**src/rtl/fixed_mult_pkg.sv**
```systemverilog
// Shared constants and FSM encoding for the fixed-point multiplier arbiter.
// Q16.16 format parameters plus the width of the overflow event counter.
package fixed_mult_pkg;

    localparam int WIDTH     = 32;
    localparam int FRAC_BITS = 16;
    localparam int OVF_CNT_W = 16;

    typedef enum logic [1:0] {
        IDLE    = 2'd0,
        COMPUTE = 2'd1,
        RESP    = 2'd2
    } state_t;

endpackage

```
**src/rtl/fixed_point_mult_arbiter_mult.sv**
```systemverilog
// Combinational signed fixed-point multiplier: truncating (floor) shift of the
// full-width product, wrapping result, flag when the result is not representable.
module FixedPointMultiplier #(
    parameter int WIDTH     = fixed_mult_pkg::WIDTH,
    parameter int FRAC_BITS = fixed_mult_pkg::FRAC_BITS
) (
    input  logic [WIDTH-1:0] a_in,
    input  logic [WIDTH-1:0] b_in,
    output logic [WIDTH-1:0] p_out,
    output logic             overflow
);
    import fixed_mult_pkg::*;

    localparam int PW = 2 * WIDTH;

    logic signed [PW-1:0] prod;
    logic signed [PW-1:0] prod_sh;
    logic        [WIDTH:0] hi;

    assign prod    = PW'($signed(a_in)) * PW'($signed(b_in));
    assign prod_sh = prod >>> FRAC_BITS;
    assign p_out   = prod_sh[WIDTH-1:0];

    // Bits above the result (plus its sign bit) must all be copies of the sign.
    assign hi       = prod_sh[PW-1:WIDTH-1];
    assign overflow = ~((&hi) | ~(|hi));

endmodule

```
**src/rtl/fixed_point_mult_arbiter.sv**
```systemverilog
// Round-robin arbiter that time-shares one Q16.16 multiplier among N_REQ
// requesters and returns each product on a single backpressured channel.
//
//   state   | meaning
//   --------+------------------------------------------------------------
//   IDLE    | waiting; grants first valid requester at/after rr_ptr
//   COMPUTE | operands latched; product and flag registered this cycle
//   RESP    | resp_valid high, result held until resp_ready
module fixed_point_mult_arbiter #(
    parameter int N_REQ     = 4,
    parameter int WIDTH     = fixed_mult_pkg::WIDTH,
    parameter int FRAC_BITS = fixed_mult_pkg::FRAC_BITS,
    parameter int ID_W      = $clog2(N_REQ)
) (
    input  logic                                 clk,
    input  logic                                 rst,
    input  logic [N_REQ-1:0]                     req_valid,
    output logic [N_REQ-1:0]                     req_ready,
    input  logic [N_REQ*WIDTH-1:0]               req_a,
    input  logic [N_REQ*WIDTH-1:0]               req_b,
    output logic                                 resp_valid,
    input  logic                                 resp_ready,
    output logic [WIDTH-1:0]                     resp_p,
    output logic                                 resp_overflow,
    output logic [ID_W-1:0]                      resp_id,
    output logic                                 busy,
    output logic [fixed_mult_pkg::OVF_CNT_W-1:0] ovf_count
);
    import fixed_mult_pkg::*;

    localparam int CW = ID_W + 1;

    state_t            state_q;
    state_t            state_d;
    logic [ID_W-1:0]   rr_ptr;
    logic [WIDTH-1:0]  op_a;
    logic [WIDTH-1:0]  op_b;
    logic [ID_W-1:0]   op_id;

    logic              grant_found;
    logic [ID_W-1:0]   grant_idx;
    logic [CW-1:0]     pos;
    logic              accept;
    logic [WIDTH-1:0]  a_sel;
    logic [WIDTH-1:0]  b_sel;
    logic [WIDTH-1:0]  mult_p;
    logic              mult_ovf;

    // Walk downward in offset so the smallest offset from rr_ptr wins.
    always_comb begin
        grant_found = 1'b0;
        grant_idx   = '0;
        pos         = '0;
        for (int k = N_REQ - 1; k >= 0; k--) begin
            pos = {1'b0, rr_ptr} + CW'(k);
            if (pos >= CW'(N_REQ)) begin
                pos = pos - CW'(N_REQ);
            end
            if (req_valid[pos[ID_W-1:0]]) begin
                grant_found = 1'b1;
                grant_idx   = pos[ID_W-1:0];
            end
        end
    end

    assign a_sel = req_a[int'(grant_idx) * WIDTH +: WIDTH];
    assign b_sel = req_b[int'(grant_idx) * WIDTH +: WIDTH];

    always_comb begin
        state_d   = state_q;
        req_ready = '0;
        accept    = 1'b0;
        unique case (state_q)
            IDLE: begin
                // Reset wins over a same-cycle request: nothing is accepted.
                if (!rst && grant_found) begin
                    req_ready[grant_idx] = 1'b1;
                    accept               = 1'b1;
                    state_d              = COMPUTE;
                end
            end
            COMPUTE: state_d = RESP;
            RESP: begin
                if (resp_ready) begin
                    state_d = IDLE;
                end
            end
            default: state_d = IDLE;
        endcase
    end

    assign resp_valid = (state_q == RESP);
    assign busy       = (state_q != IDLE);

    FixedPointMultiplier #(
        .WIDTH     (WIDTH),
        .FRAC_BITS (FRAC_BITS)
    ) u_mult (
        .a_in     (op_a),
        .b_in     (op_b),
        .p_out    (mult_p),
        .overflow (mult_ovf)
    );

    always_ff @(posedge clk) begin
        if (rst) begin
            state_q       <= IDLE;
            rr_ptr        <= '0;
            op_a          <= '0;
            op_b          <= '0;
            op_id         <= '0;
            resp_p        <= '0;
            resp_overflow <= 1'b0;
            resp_id       <= '0;
            ovf_count     <= '0;
        end else begin
            state_q <= state_d;
            if (accept) begin
                op_a   <= a_sel;
                op_b   <= b_sel;
                op_id  <= grant_idx;
                rr_ptr <= (grant_idx == ID_W'(N_REQ - 1)) ? '0 : grant_idx + 1'b1;
            end
            if (state_q == COMPUTE) begin
                resp_p        <= mult_p;
                resp_overflow <= mult_ovf;
                resp_id       <= op_id;
            end
            if (state_q == RESP && resp_ready && resp_overflow && ovf_count != '1) begin
                ovf_count <= ovf_count + 1'b1;
            end
        end
    end

endmodule

```
**config.mk**
```make
export PLATFORM = sky130hd
export DESIGN_NAME = fixed_point_mult_arbiter
export DESIGN_NICKNAME = d
export VERILOG_FILES = /design/src/rtl/fixed_mult_pkg.sv /design/src/rtl/fixed_point_mult_arbiter_mult.sv /design/src/rtl/fixed_point_mult_arbiter.sv
export SDC_FILE = /design/constraint.sdc
export NUM_CORES = 2
export LEC_CHECK = 0
export ABC_AREA = 0
export BUFFER_PORTS_ARGS = -buffer_cell sky130_fd_sc_hd__buf_2
export CAP_MARGIN = 15
export CORE_MARGIN = 2
export CORE_UTILIZATION = 49
export DETAILED_ROUTE_END_ITERATION = 6
export PLACE_DENSITY_LB_ADDON = 0.08
export SYNTH_ARGS = -nofsm -noshare
export SYNTH_HDL_FRONTEND = slang
export SYNTH_SLANG_ARGS = --single-unit
```
**constraint.sdc**
```tcl
create_clock -name clk -period 25.4 [get_ports clk]
set_input_delay 1.27 -clock clk [delete_from_list [all_inputs] [get_ports clk]]
set_output_delay 1.27 -clock clk [all_outputs]
set_load 0.05 [all_outputs]
```
==> qor.csv <==
stage,metric,value,unit
sta,Tcrit/Tclk final,0.3706,
clock_tree,H-tree depth,4,
worst_setup_path,required time of the critical path,25730,ps
logic_synthesis,Post-Syn Area,42690,sq um
global_routing,GR Util met3,0.04842,
die,row count,108,
clock_tree,clock sink total,121,
route,Avg WL per Cell,21.08,um
logic_synthesis,largest family of logic cells by synthesized area,adder cells,
logic_synthesis,xor/xnor share of the synthesized area,0.01375,
finish,Layout area overhead,7.398,%
clock_tree,CTS Hold Buffers Added,0,
worst_setup_path,Setup crit start kind,flip-flop,
clock_tree,post-CTS setup buffers,0,
finish,"commonest cells after routing, fill and taps aside","1,081 x fa_1, 979 x inv_1, 851 x nand2_1",
status,status,finished clean,
worst_setup_path,crit-path cells,nand2_1 -> fa_1 -> fa_1 -> fa_1 -> inv_1 -> fa_1 -> inv_1 -> fa_1 -> fa_1 -> fa_1 -> fa_1 -> inv_1 -> ha_1 -> a21o_1 -> a21o_1 -> a221oi_1 -> o21ai_0 -> a21oi_1 -> a21oi_4 -> or2_2 -> a31o_2 -> or3_1 -> nor4_2 -> o31ai_1,
global_routing,initial antenna violation count,9,
clock_tree,Clock Path Buffers,2,
route,DRC,0,
route,Starting DRT DRC Count,2293,
worst_setup_path,arrival time worst endpoint,9740,ps
placed_design,hpwl dp,104.2,mm
logic_synthesis,Synth Instances,4859,
placed_design,PortBufs,319,
route,ANT nets after route,0,
worst_setup_path,CP Class,flip-flop to flip-flop,
worst_setup_path,"Max stage delay cell, worst path",dfxtp_1,
logic_synthesis,Post-synth EDFFs,0,
logic_synthesis,cell taking the most area after synthesis,fa_1,
sta,FMAX,0.1062,GHz
placed_design,Placer Congestion,0.9916,
global_routing,Overall Global Routing Usage,0.3032,
run,max cap viols,0,
clock_tree,post-CTS sizing,0,
worst_setup_path,worst-path fanout max,23,
logic_synthesis,post-synth net total,6388,
worst_setup_path,Worst path max stage delay,950,ps
global_routing,first-pass GRT wire length,208.5,mm
placed_design,Place WS,16000,ps
global_routing,total grt overflow,0,
die,io pins,320,
logic_synthesis,top post-synthesis cells by area,"fa_1 51%, inv_1 8.6%, and2_1 7.7%",
finish,fin util,0.5301,
die,die boundary height,299.2,um
die,Die Wd,299.2,um
logic_synthesis,Synth Area in Adders,0.5612,
finish,final instance area,45840,sq um
finish,Nets,6507,
worst_setup_path,CP Capture Type,flip-flop,
sta,Worst Slack Setup Final,15990,ps
route,DRT Pass-1 Iters,5,
logic_synthesis,mux share of post-synthesis cell area,0.0007035,
route,via count,33027,
sta,Slew @ Worst Pin,1115,ps
min_path,hold crit path type,flip-flop to flip-flop,
logic_synthesis,Main synth FF type,dfxtp_1,
sta,final hold vios,0,
global_routing,largest net degree at the start of global routing,91,
route,post-DR vias/cell,5.373,
global_routing,vias in the first global route,35468,
logic_synthesis,post-synth cell types,73,
die,Core Footprint,86480,sq um
logic_synthesis,Syn Area/Cell,8.785,sq um
worst_setup_path,most frequent CP cell,fa_1,
route,total wire length,129.6,mm
finish,share of post-route cells with drive strength above 1,0.09200,
global_routing,GR Util met1,0.4337,
sta,worst relative slew slack,0.2519,
clock_tree,CTS tree,yes,
logic_synthesis,sequential-to-total area share from yosys stat,0.05675,
clock_tree,CTS Buf Count,17,
clock_tree,worst-skew pair later-pin latency,450,ps
sta,final clock skew,10.54,ps
sta,Final Critical Period,9414,ps
global_routing,Top Usage Layer GRT,met2,
die,total die area,89490,sq um
sta,"Slew Viols, Final",0,
logic_synthesis,Synth Register Bits,121,
placed_design,Post-DP Area,45230,sq um
sta,final setup vio count,0,
finish,"most common cell after layout, fill and taps aside",fa_1,
die,initial core utilization,0.4936,
sta,Final TNS setup,0,ps
clock_tree,clk slew on worst S/H paths,60,ps
logic_synthesis,post-synthesis compound-gate area fraction,0.05933,
sta,RSZ-0062 raised after global routing,no,
clock_tree,CTS root buf,clkbuf_16,
logic_synthesis,share of the synthesized area in the top cell type,0.5070,
global_routing,GR Util met2,0.4945,
logic_synthesis,warning count from the yosys run,0,
logic_synthesis,Synth async-reset ratio,0,
logic_synthesis,Simple-Gate Fraction of Synth Area,0.1962,
==> cells in the mapped netlist (all sizes together) (6+ instances only) <==
library cell,count
ha,185
or2,6
nand2b,22
fa,1081
nand4,27
xnor2,41
nand2,851
a311oi,66
a211oi,10
inv,981
buf,12
nor4,8
o21ai,48
or3,11
a21o,27
o21bai,10
nor3,16
and2,525
dfxtp,121
and3,71
xor2,26
a21oi,174
clkbuf,278
nor2,153
nor2b,7
nand3,24
==> metrics by stage <==
| stage | hold slack (ps) | cells |
|---|---|---|
| after detailed placement | 443.0 | 6114 |
| after global routing | 474.0 | 6145 |
| after floorplan | 432.3 | 4859 |
| after global placement | 437.1 | 6114 |
| after CTS | 454.4 | 6144 |
| final | 450.7 | 6147 |
==> sequential cells by signal, summed over array words and instances, names as in the netlist <==
name	flops
op_a	32
op_b	32
resp_p	32
ovf_count	16
op_id	2
resp_id	2
rr_ptr	2
state_q	2
resp_overflow	1
==> path summary, 6_finish.rpt <==
path                               start  cells after the start  slack [ps]                    endpoint
hold reg to reg   resp_p[1]$_SDFFE_PP0N_                      2         450      resp_p[1]$_SDFFE_PP0N_
hold / removal    resp_p[1]$_SDFFE_PP0N_                      2         450      resp_p[1]$_SDFFE_PP0N_
setup / recovery    op_b[8]$_SDFFE_PP0P_                     24       15990  resp_overflow$_SDFFE_PP0N_
setup reg to reg    op_b[8]$_SDFFE_PP0P_                     24       15990  resp_overflow$_SDFFE_PP0N_
==> metal layers <==
layer  wire (um)  vias to the layer above
li1            -                    14620
met1       56950                    17222
met2       61170                     1055
met3        8975                      130
met4        2452                        0
met5           0                        -
==> area by class of cell <==
cell class                      instances  area, sq um
Antenna cell                            3        7.507
Clock buffer                           21        470.5
Clock inverter                          9        140.1
Fill cell                            8337        40640
Inverter                              981         3685
Multi-Input combinational cell       3467        35520
Sequential cell                       121         2446
Tap cell                             1155         1445
Timing Repair Buffer                  390         2132
==> worst max-delay path, delay by kind of cell, from the launching register on <==
family | cells | cell delay [ps]
AOI/OAI and AO/OA | 8 | 1750
adders and majority gates | 9 | 4690
buffers and inverters | 3 | 750
DFF | 1 | 950
and+or+nand+nor | 4 | 1140
==> cells by family (layout without fill, tap and decap cells) <==
| group | Yosys count | count (layout) |
|---|---|---|
| buffers and inverters | 1271 | 1401 |
| muxes | 3 | 3 |
| other | 0 | 3 |
| and+or+nand+nor | 1740 | 1740 |
| AOI/OAI and AO/OA | 391 | 391 |
| DFF | 121 | 121 |
| adders and majority gates | 1266 | 1266 |
| xor gates and xnor gates | 67 | 67 |
Power is left out: the tool's default activity adds up to more than one toggle a clock period on the data nets, which glitch-free logic cannot reach.
